$ cat src/rtl/sync_fifo_buffer_pkg.sv
// rtl/sync_fifo_buffer_pkg.sv - shared types and defaults for the single-clock FIFO
// Purpose: output-mode encoding and default parameter values used by the FIFO files.
// Ports:   none (package)
package sync_fifo_buffer_pkg;

   typedef enum logic {
      OUT_FWFT = 1'b0,
      OUT_REG  = 1'b1
   } out_mode_e;

   localparam int DEF_BITWIDTH  = 8;
   localparam int DEF_DEPTH     = 16;
   localparam int DEF_OUTREG    = 0;
   localparam int DEF_AF_THRESH = 12;
   localparam int DEF_AE_THRESH = 2;

endpackage

$ cat src/rtl/fifo_sync_pointer.sv
// rtl/fifo_sync_pointer.sv - binary wrap pointer for the single-clock FIFO
// Purpose: ADDRWIDTH+1 bit binary counter; the extra MSB toggles on every wrap so
//          equal low bits with differing MSBs distinguish full from empty.
// Ports:   clk, rst (async active-low), flush (sync clear), Count_en (advance),
//          Pointer (current value)
module fifo_sync_pointer
   import sync_fifo_buffer_pkg::*;
#(
   parameter int ADDRWIDTH = 4
) (
   input  logic                 clk,
   input  logic                 rst,
   input  logic                 flush,
   input  logic                 Count_en,
   output logic [ADDRWIDTH:0]   Pointer
);

   localparam logic [ADDRWIDTH:0] PTR_ONE = {{ADDRWIDTH{1'b0}}, 1'b1};

   // DEPTH is a power of two, so natural overflow of the low bits is the wrap
   // and the carry into the MSB is the wrap toggle.
   always_ff @(posedge clk or negedge rst) begin
      if (!rst) begin
         Pointer <= '0;
      end else if (flush) begin
         Pointer <= '0;
      end else if (Count_en) begin
         Pointer <= Pointer + PTR_ONE;
      end
   end

endmodule

$ cat src/rtl/sync_fifo_buffer.sv
// rtl/sync_fifo_buffer.sv - single-clock FIFO with REQ/ACK handshake and status flags
// Purpose: intra-domain buffer, FWFT or registered output, occupancy count,
//          almost-full/almost-empty flags, synchronous flush and high-water mark.
// Ports:   clk, rst (async active-low), flush (sync clear)
//          dInACK/dInREQ/dIN     producer side (push = dInACK & dInREQ)
//          dOutACK/dOutREQ/dOUT  consumer side (pop = dOutACK & dOutREQ), dOUT=0 when idle
//          Count, AlmostFull, AlmostEmpty, HighWater  status
module sync_fifo_buffer
   import sync_fifo_buffer_pkg::*;
#(
   parameter int BITWIDTH  = DEF_BITWIDTH,
   parameter int DEPTH     = DEF_DEPTH,
   parameter int OUTREG    = DEF_OUTREG,
   parameter int AF_THRESH = DEF_AF_THRESH,
   parameter int AE_THRESH = DEF_AE_THRESH
) (
   input  logic                      clk,
   input  logic                      rst,
   input  logic                      flush,
   input  logic                      dInACK,
   output logic                      dInREQ,
   input  logic [BITWIDTH-1:0]       dIN,
   output logic                      dOutACK,
   input  logic                      dOutREQ,
   output logic [BITWIDTH-1:0]       dOUT,
   output logic [$clog2(DEPTH):0]    Count,
   output logic                      AlmostFull,
   output logic                      AlmostEmpty,
   output logic [$clog2(DEPTH):0]    HighWater
);

   localparam int ADDRWIDTH = $clog2(DEPTH);
   localparam int CW        = ADDRWIDTH + 1;
   localparam out_mode_e MODE = (OUTREG != 0) ? OUT_REG : OUT_FWFT;

   localparam logic [ADDRWIDTH:0] CNT_ONE = {{ADDRWIDTH{1'b0}}, 1'b1};
   localparam logic [ADDRWIDTH:0] AF_LIM  = CW'(AF_THRESH);
   localparam logic [ADDRWIDTH:0] AE_LIM  = CW'(AE_THRESH);

   logic [ADDRWIDTH:0]   wr_ptr;
   logic [ADDRWIDTH:0]   rd_ptr;
   logic                 arr_empty;
   logic                 full;
   logic                 push;
   logic                 pop;
   logic                 wr_en;
   logic                 rd_adv;
   logic [ADDRWIDTH:0]   count_next;
   logic [BITWIDTH-1:0]  mem [DEPTH];

   // Status of the storage array alone; the output register never counts toward Full.
   assign arr_empty = (wr_ptr == rd_ptr);
   assign full      = (wr_ptr[ADDRWIDTH] != rd_ptr[ADDRWIDTH]) &&
                      (wr_ptr[ADDRWIDTH-1:0] == rd_ptr[ADDRWIDTH-1:0]);

   assign dInREQ = ~full;
   assign push   = dInACK & ~full;
   // Flush drops any word offered in the same cycle.
   assign wr_en  = push & ~flush;

   fifo_sync_pointer #(.ADDRWIDTH(ADDRWIDTH)) u_wr_ptr (
      .clk      (clk),
      .rst      (rst),
      .flush    (flush),
      .Count_en (wr_en),
      .Pointer  (wr_ptr)
   );

   fifo_sync_pointer #(.ADDRWIDTH(ADDRWIDTH)) u_rd_ptr (
      .clk      (clk),
      .rst      (rst),
      .flush    (flush),
      .Count_en (rd_adv),
      .Pointer  (rd_ptr)
   );

   // Storage is deliberately unreset; only pointers define what is valid.
   always_ff @(posedge clk) begin
      if (wr_en) begin
         mem[wr_ptr[ADDRWIDTH-1:0]] <= dIN;
      end
   end

   if (MODE == OUT_REG) begin : g_outreg
      logic                out_valid;
      logic [BITWIDTH-1:0] out_data;
      logic                load;

      // Refill the output stage whenever it is empty or being drained this cycle.
      assign load    = (~out_valid | pop) & ~arr_empty;
      assign rd_adv  = load & ~flush;
      assign pop     = out_valid & dOutREQ;
      assign dOutACK = out_valid;
      assign dOUT    = out_valid ? out_data : '0;

      always_ff @(posedge clk or negedge rst) begin
         if (!rst) begin
            out_valid <= 1'b0;
            out_data  <= '0;
         end else if (flush) begin
            out_valid <= 1'b0;
         end else if (load) begin
            out_valid <= 1'b1;
            out_data  <= mem[rd_ptr[ADDRWIDTH-1:0]];
         end else if (pop) begin
            out_valid <= 1'b0;
         end
      end
   end else begin : g_fwft
      assign rd_adv  = pop & ~flush;
      assign pop     = ~arr_empty & dOutREQ;
      assign dOutACK = ~arr_empty;
      assign dOUT    = arr_empty ? '0 : mem[rd_ptr[ADDRWIDTH-1:0]];
   end

   // A move from array to output register leaves Count unchanged; only the
   // external push/pop handshakes move it.
   always_comb begin
      count_next = Count;
      if (push && !pop) begin
         count_next = Count + CNT_ONE;
      end else if (!push && pop) begin
         count_next = Count - CNT_ONE;
      end
   end

   always_ff @(posedge clk or negedge rst) begin
      if (!rst) begin
         Count     <= '0;
         HighWater <= '0;
      end else if (flush) begin
         Count     <= '0;
         HighWater <= '0;
      end else begin
         Count <= count_next;
         if (count_next > HighWater) begin
            HighWater <= count_next;
         end
      end
   end

   assign AlmostFull  = (Count >= AF_LIM);
   assign AlmostEmpty = (Count <= AE_LIM);

endmodule

$ cat config.mk
export PLATFORM = sky130hd
export DESIGN_NAME = sync_fifo_buffer
export DESIGN_NICKNAME = d
export VERILOG_FILES = /design/src/rtl/sync_fifo_buffer_pkg.sv /design/src/rtl/fifo_sync_pointer.sv /design/src/rtl/sync_fifo_buffer.sv
export SDC_FILE = /design/constraint.sdc
export NUM_CORES = 1
export LEC_CHECK = 0
export CAP_MARGIN = 40
export CORE_ASPECT_RATIO = 0.7
export CORE_UTILIZATION = 51
export DETAILED_ROUTE_END_ITERATION = 6
export DONT_BUFFER_PORTS = 1
export PLACE_DENSITY = 0.69
export RECOVER_POWER = 100
export SYNTH_ARGS = -nofsm -noshare
export SYNTH_HDL_FRONTEND = slang
export SYNTH_SLANG_ARGS = --single-unit
$ cat constraint.sdc
create_clock -name clk -period 2.95 [get_ports clk]
set_input_delay 0.4425 -clock clk [delete_from_list [all_inputs] [get_ports clk]]
set_output_delay 0.4425 -clock clk [all_outputs]
set_load 0.02 [all_outputs]
# --- Word level (Yosys, flattened, before mapping) ---
# Memory sizes are Yosys's and may differ from the RTL's.
# Index checks and enable logic that the tools add are counted.
classes:
  add_sub_neg: 4
  magnitude_cmp: 3
  n_eq_ne: 3
  n_mux: 12
  n_bitwise: 7
  n_reduce_logical: 8
op_table:
  columns: ["op", "n"]
  rows:
  - ["two-way mux 5 bit", 9]
  - ["adder 5 x 1 -> 5 bit (second input constant)", 3]
  - ["two-way mux 8 bit", 1]
  - ["nonzero test 2 bit", 3]
  - ["equality test 5 bit", 1]
  - [">= comparator 5 x 4 -> 1 bit (second input constant)", 1]
  - ["greater-than comparator 5 bit", 1]
  - ["<= comparator 5 x 2 -> 1 bit (second input constant)", 1]
  - ["subtractor 5 x 1 -> 5 bit (second input constant)", 1]
  - ["AND 1 bit", 4]
  - ["equality test 4 bit", 1]
  - ["logical AND 1 bit", 3]
  - ["NOT 1 bit", 3]
  - ["logical NOT 1 bit", 2]
  - ["two-way mux 1 bit", 2]
  - ["!= test 1 bit", 1]
totals:
  regBits: 20
  ramBits: 128
  in_bits: 13
  out_inout_bits: 22
  word_cells: 42
  memories: 1
memory_table:
  columns: ["name", "words", "word_bits", "read_ports", "rd_ports_with_merged_regs", "wr", "line_no", "text"]
  rows:
  - ["mem", 16, 8, 1, 0, 1, "sync_fifo_buffer.sv:49", "logic [BITWIDTH-1:0] mem [DEPTH];"]

# --- Depth between registers and ports, before layout ---
# Gate-level depths: netlist of run 1.
depth:
  ltp_word: 11
  depth_mapped: 13
  ltp_nobuf: 12

# --- Cells and area by module ---
# From an unflattened synthesis of run 1, not the netlist that was laid out.
unflattened:
  cells_unflattened: 354
  area_unflattened_um2: 6391.1
by_module_without_submodules:
  columns: ["module", "instances", "cells_each", "area_per_inst_um2", "seq_area_each_um2"]
  rows:
  - ["sync_fifo_buffer", 1, 310, 5885.6, 4093.9]
  - ["fifo_sync_pointer", 2, 22, 252.7, 125.1]

# --- Worst setup path before layout of run 1 ---
# No wires, ideal clock.
synth_path:
  path_kind: "reg-to-reg"
  from: "register Count[2]"
  to: "register HighWater[0]"
  setup_time_ps: 126
  arrival_ps: 2743
  required_time_ps: 2824
  slack_ps: 81
  path_stages_with_launch: 12
  path_buffers: 1
  path_cell_list: "dfrtp_1 -> clkbuf_1 -> or4b_1 -> mux2i_1 -> mux2i_1 -> xnor2_1 -> ha_1 -> a21o_1 -> a21oi_1 -> a21oi_1 -> and2_1 -> a221o_1"
synth_between:
  elab_chain_len: 5
  word_cells_on_any_way: 6
synth_lines:
  columns: ["item", "line_no", "text"]
  rows:
  - ["start: declaration", "sync_fifo_buffer.sv:26", "output logic [$clog2(DEPTH):0] Count,"]
  - ["start signal: assignment", "sync_fifo_buffer.sv:135", "Count <= count_next;"]
  - ["subtractor 5 x 1 -> 5 bit", "sync_fifo_buffer.sv:123", "count_next = Count - CNT_ONE;"]
  - ["two-way mux 5 bit", "sync_fifo_buffer.sv:122", "end else if (!push && pop) begin"]
  - ["two-way mux 5 bit *", "sync_fifo_buffer.sv:120", "if (push && !pop) begin"]
  - ["greater-than comparator 5 bit *", "sync_fifo_buffer.sv:136", "if (count_next > HighWater) begin"]
  - ["nonzero test 2 bit (no source line) *", null, null]
  - ["end signal: assignment", "sync_fifo_buffer.sv:137", "HighWater <= count_next;"]
  - ["end: declaration", "sync_fifo_buffer.sv:29", "output logic [$clog2(DEPTH):0] HighWater"]
# Every way passes the cells marked *; elsewhere a longest branch is shown, timed or not.
# A chain may end at the register's enable or synchronous reset.

# --- Final worst setup path of run 1 ---
layout_path:
  from: "register u_rd_ptr.Pointer[0]"
  to: "output dOUT[2]"
layout_between:
  elab_chain_len: 2
  word_cells_on_any_way: 3
layout_lines:
  columns: ["item", "line_no", "text"]
  rows:
  - ["start: declaration", "fifo_sync_pointer.sv:15", "output logic [ADDRWIDTH:0] Pointer"]
  - ["start signal: assignment", "fifo_sync_pointer.sv:28", "Pointer <= Pointer + PTR_ONE;"]
  - ["memory read (16 x 8 bit) / equality test 5 bit (equally long branches)", null, null]
  - ["two-way mux 8 bit *", "sync_fifo_buffer.sv:113", "assign dOUT = arr_empty ? '0 : mem[rd_ptr[ADDRWIDTH-1:0]];"]
  - ["end: declaration", "sync_fifo_buffer.sv:25", "output logic [BITWIDTH-1:0] dOUT,"]
# Marked as above.

==> impl_results.md, run 1 <==
- Post-synthesis sequential element count: 148
- CP required: between 2 and 3 ns
- Syn Std Cell Area: 0.00647 sq mm
- Clk buf depth: 2
- R2R Path End: HighWater[0]$_DFFE_PN0P_
- Post-DR vias/cell: 6.06
- Critical path type: reg -> out
- CP Max Fanout: 7
- Worst-Margin Slew: between 0.9 and 1 ns
- Worst vdd ir: 0.499 mV
- Die Width: between 100 and 150 um
- Status: complete, no violations
- Worst Hold Depth: 1
- Final RePlAce weighted congestion: approximately 0.89
- R2R Setup Slk: roughly 0.070 ns
- Number of global-route vias before repair: roughly 3.7k
- # rows: 34
- Final setup margin: 0.0150 ns
- Chip height: 96.3 um
- Ant diodes: 0
- Total clock sinks: 148
- Htree depth: 4
- CTS tree: yes
- Setup TNS: 0 ns
- Wire per inst: about 24 um
- CP Capture Type: output port
- RSZ-0062 raised after global routing: true
- HP Class: in -> reg
- Antenna viol nets, final: 0
- EDFF count, synth: 128
- Largest net degree at the start of global routing: 36
- Top cells by area, synth: edfxtp_1 (59%), mux4_2 (14%), dfrtp_1 (7.7%), ha_1 (2.3%), nor2_1 (1.5%)
- Leak: 2.76 nW
- Port Buf Inserts: 0
- Max_cap viols: 0
- Initial antenna violation count: 0
- Synth cell types: 49
- Crit path DAT: 2.49 ns
- Die area: between 0.01 and 0.015 sq mm
- Final WL: 14.7 mm
- Sequential area share after synthesis: around two thirds
- Crit start category: flip-flop
- Most numerous cell in the Yosys netlist: edfxtp_1
- Hold EP: Count[3]$_DFF_PN0_
- P per Cell Area: roughly 770 mW/mm^2
- Placement Setup Slack: -0.0641 ns
- Final Max Slew Viols: 0
- Syn-to-layout area delta: 22.2%
- Worst-Skew Late Latency: between 0.4 and 0.5 ns
- Slew HR: 35.2%
- Grt total ovfl: 0
- Core ar.: between 0.01 and 0.015 sq mm
- Via total after detailed routing: 3715
- Fin area: 0.00791 sq mm
- Post-synthesis net count: 393
- Number of buffers created by CTS: 17
- Peak Freq: ~340 MHz
- Drc violations: 0
- First-pass GRT wire length: ~22 mm
- Final Cycle Share: 99.5%
- Register-to-Register Path Depth: 11
- Reg2reg start: u_wr_ptr.Pointer[2]$_DFFE_PN0P_
- Most frequent cells after synthesis: edfxtp_1 (128), mux4_2 (40), nor2_1 (26)
- Worst Hold Slack: 0.0861 ns
- Worst Clk Skew: 0.00860 ns
- Share of layout cells above drive strength 1: 39.2%
- Initial Util: 52.3%
- Min Tclk post-route: around 2.9 ns
- Fraction of registers with async set/reset: 13.5%
- DRT iter0 DRCs: 374
- Worst-path clk slew: 0.06 ns
- Fin nets: between 400 and 500
- Synth Warn #: 0
- Final hold viol count: 0
- Hold Startpoint: flush
- Ys flop type: edfxtp_1
- Synth top area share: 59.4%
- Gr usage total: 24.3%
- Mean Syn Cell Area: approximately 18 sq um
- Placed cell area: 0.00706 sq mm
- Post-Synthesis Cells: 368
- Post-synth top area cell: edfxtp_1
- Drt first pass iters: 6
- DP HPWL: 9.25 mm
- Final Util: 63.9%
- I/O pins: 35
- Final setup fails: 0
- Root Buffer Master: clkbuf_16
[cell families (layout without fill, tap and decap cells)]
family | after synthesis | after routing | share of synthesized area (%)
flops | 148 | 148 | 67.1
simple gates | 78 | 78 | 6.59
mux | 50 | 50 | 15.5
compound gates | 32 | 32 | 3.83
buf+inv | 31 | 114 | 2.36
xor+xnor | 17 | 17 | 2.30
fa+ha+maj | 12 | 12 | 2.32
[state kept, by name, indices dropped and copies added, names as in the netlist]
register,flops
mem,128
Count,5
HighWater,5
u_wr_ptr.Pointer,5
u_rd_ptr.Pointer,5
[power breakdown]
group          switching, mW  internal, mW
logic                  0.796         0.839
registers             0.0879          2.33
clock network          0.808          1.22
[cells in the final DEF (no fill, tap or decap), types with 5 or more instances in the layout]
master     instances
mux2i_1            6
mux4_2            40
nor2b_1           11
nor2_1            26
inv_1             12
buf_6              5
buf_4             57
nand2_1            7
clkbuf_16         18
xor2_1             5
xnor2_2            8
ha_1              11
a22o_1             5
dfrtp_1           16
edfxtp_1         128
[through the flow]
step	std cells	power (mW)
floorplan	368	3.36
global placement	572	3.75
detailed placement	572	3.78
CTS	610	5.92
global route	613	6.33
finish	613	6.08
[layer usage]
metal / GRT usage [%] / up-vias / wire length (um)
met5: 0 / - / 0
li1: - / 1595 / -
met2: 34.3 / 164 / 6600
met1: 36.7 / 1942 / 6810
met3: 6.42 / 14 / 1160
met4: 7.04 / 0 / 136
[area by class of cell]
type	instances	area (sq um)
tap	162	203
multi-input combinational	189	2160
inverter	12	45.0
sequential	148	4350
clock inverter	13	118
fill	873	4470
clock buffer	18	429
timing repair buffer	71	602
[worst max-delay path by stage]
| stage | start | endpoint | slack, ns | depth (start not counted) |
|---|---|---|---|---|
| 6_report | u_rd_ptr.Pointer[0]$_DFFE_PN0P_ | dOUT[2] | 0.01 | 6 |
| 5_1_grt | u_rd_ptr.Pointer[0]$_DFFE_PN0P_ | dOUT[2] | -0.04 | 6 |
| 4_1_cts | u_rd_ptr.Pointer[0]$_DFFE_PN0P_ | dOUT[7] | -0.0003 | 6 |
| 3_5_place_dp | Count[0]$_DFF_PN0_ | HighWater[2]$_DFFE_PN0P_ | -0.06 | 12 |
| 3_3_place_gp | Count[0]$_DFF_PN0_ | HighWater[4]$_DFFE_PN0P_ | 0.05 | 12 |
| 2_1_floorplan | Count[2]$_DFF_PN0_ | HighWater[0]$_DFFE_PN0P_ | 0.08 | 11 |
[worst max-delay path, stage by stage, from the launching register on]
cell and delay [ns]:
dfrtp_2 0.48, buf_6 0.16, clkbuf_16 0.16, mux4_2 0.50, mux4_2 0.46, nor2b_1 0.14, buf_4 0.16
[repair_timing]
action | in CTS | in global routing
resized for setup | 13 | 31
endpoints found under the setup margin | 10 | 13
cloned | 2 | 1
buffers inserted | 4 | 2
pin swaps | 2 | 11
hold buffers | 1 | 0
endpoints found under the hold margin | 20 | 0
Note: power is estimated with default switching activity, not from simulation.
==> run 2, diff against run 1 <==
--- a/config.mk
+++ b/config.mk
@@ -9,4 +9,5 @@
 export CORE_ASPECT_RATIO = 0.7
 export CORE_UTILIZATION = 51
+export CTS_CLUSTER_DIAMETER = 40
 export DETAILED_ROUTE_END_ITERATION = 6
 export DONT_BUFFER_PORTS = 1
==> constraint.sdc (replaced) <==
create_clock -name clk -period 2.95 [get_ports clk]
set_input_delay 0.4425 -clock clk [delete_from_list [all_inputs] [get_ports clk]]
set_output_delay 0.4425 -clock clk [all_outputs]
set_load 0.005 [all_outputs]
==> run 2 against run 1 <==
Effect of this change: clock power up 9%; sequential share of layout area up 1.0 points; design area down 1.8%; hold slack worse by 0.0046 ns; critical path type is now reg -> reg; largest power group unchanged; highest routed layer unchanged.
==> impl_results.md, run 2 (synthesis results as in run 1) <==
- Status: complete, no violations
- Reg2reg start: Count[1]$_DFF_PN0_
- Peak Freq: about 340 MHz
- Initial antenna violation count: 0
- Crit-path max cell delay: 0.55 ns
- Core ar.: around 0.012 sq mm
- P per Cell Area: 767 mW/mm^2
- Largest net degree at the start of global routing: 36
- DRT iter0 DRCs: 309
- Worst path depth: 10
- Total clock sinks: 148
- Final Cycle Share: 98.6%
- Most frequent cells in the layout: edfxtp_1 (128), buf_4 (50), mux4_2 (40)
- Port Buf Inserts: 0
- Min Tclk post-route: around 2.9 ns
- Worst Hold Slack: about 0.081 ns
- Worst-Margin Slew: 1.05 ns
- Number of buffers created by CTS: 17
- Antenna viol nets, final: 0
- Fin area: 0.00776 sq mm
- Gr usage total: 22.9%
- Area taken by multi-input logic gates: 0.00215 sq mm
- First-pass GRT wire length: 20.6 mm
- Fin nets: about 450
- Final RePlAce weighted congestion: 0.895
- Worst-path clk slew: around 0.060 ns
- Critical-path cell list: or4b_4 -> mux2i_1 -> mux2i_1 -> xnor2_2 -> ha_1 -> a21o_1 -> a21oi_2 -> a21oi_2 -> and2_4 -> a221o_1
- Post-DR vias/cell: 5.96
- Die Width: between 100 and 150 um
- Worst Clk Skew: slightly below 0.008 ns
- Die area: 0.0132 sq mm
- Number of global-route vias before repair: 3394
- RSZ-0062 raised after global routing: true
- Htree depth: 4
- CP Max Fanout: 7
- Chip height: 96.3 um
- CP Capture Type: flip-flop
- Leak: 2.68 nW
- WP buf/inv: 0
- I/O pins: 35
- Max_cap viols: 0
- Slew HR: 30.3%
- Syn-to-layout area delta: 20.0%
- R2R Setup Slk: around 0.042 ns
- HP Class: in -> reg
- Leading cell type in the layout, fill and taps excluded: edfxtp_1
- Setup TNS: 0 ns
- Worst-Skew Late Latency: between 0.4 and 0.5 ns
- DP HPWL: 9.22 mm
- Drc violations: 0
- Final hold viol count: 0
- Share of layout cells above drive strength 1: 37.6%
- Clk buf depth: 2
- Final setup margin: 0.0418 ns
- Crit path to: HighWater[0]$_DFFE_PN0P_
- Register-to-Register Path Depth: 10
- Via total after detailed routing: 3550
- Ant diodes: 0
- Placed cell area: 0.00697 sq mm
- Tot Pwr: 5.96 mW
- Final Max Slew Viols: 0
- Crit path DAT: 3.21 ns
- Worst vdd ir: 0.591 mV
- CP delay by family, top: compound AO/OA/AOI/OAI gates
- Drt first pass iters: 4
- CTS tree: yes
- Crit start category: flip-flop
- R2R Path End: HighWater[0]$_DFFE_PN0P_
- Final WL: 13.7 mm
- Root Buffer Master: clkbuf_16
- Critical path type: reg -> reg
- Initial Util: a little over half
- Grt total ovfl: 0
- Wire per inst: 23.1 um
- Placement Setup Slack: -0.0471 ns
- # rows: 34
- Final setup fails: 0
- Fillers: about 860
- Reg area: 0.00435 sq mm
- Crit path from: Count[1]$_DFF_PN0_
- CP required: ~3.3 ns
- CP max-delay cell: or4b_4
- Max reg flops: ~130
[run 2: worst min path at each step]
stage / cells after the start / to / startpoint
floorplan: 0 / Count[0]$_DFF_PN0_ / rst
global placement: 0 / u_rd_ptr.Pointer[3]$_DFFE_PN0P_ / rst
detailed placement: 0 / u_rd_ptr.Pointer[3]$_DFFE_PN0P_ / rst
CTS: 1 / Count[4]$_DFF_PN0_ / flush
global route: 1 / Count[0]$_DFF_PN0_ / flush
finish: 1 / Count[0]$_DFF_PN0_ / flush
[run 2: cell type report]
class | count | area share (%)
Tap cell | 162 | 2.61
Sequential cell | 148 | 56.0
Multi-Input combinational cell | 189 | 27.7
Clock buffer | 21 | 5.93
Inverter | 12 | 0.580
Clock inverter | 11 | 1.90
Timing Repair Buffer | 53 | 5.27
[run 2: through the flow]
step	std cells	util, %
2_1_floorplan	368	-
3_3_place_gp	561	56.3
3_5_place_dp	561	56.3
4_1_cts	594	61.7
5_1_grt	596	62.7
6_report	596	62.7
[run 2: power by group]
| group | internal (mW) | switching [mW] |
|---|---|---|
| Sequential | 2.33 | 0.0550 |
| Combinational | 0.692 | 0.664 |
| Clock | 1.38 | 0.830 |
| Total | 4.41 | 1.55 |
[run 2: routing by layer]
| layer | vias to the layer above | routed length, um | share of wire [%] | GRT usage, % |
|---|---|---|---|---|
| met2 | 124 | 5920 | 43 | 30.5 |
| li1 | 1571 | - | - | - |
| met5 | - | 0 | 0 | 0 |
| met1 | 1836 | 6610 | 48 | 35.1 |
| met4 | 0 | 199 | 1.4 | 7.31 |
| met3 | 19 | 1020 | 7.4 | 7.58 |
[run 2: timing repair]
item,CTS,global route
endpoints found under the setup margin,13,5
pin swaps,0,13
endpoints found under the hold margin,20,0
resized for setup,12,24
buffers inserted,0,1
hold buffers,1,0
==> run 3, diff against run 2 <==
Settings changed: CTS_CLUSTER_DIAMETER 40 to unset.
==> results of run 3 <==
Final layout, timing and power as in run 2 (identical DEF).
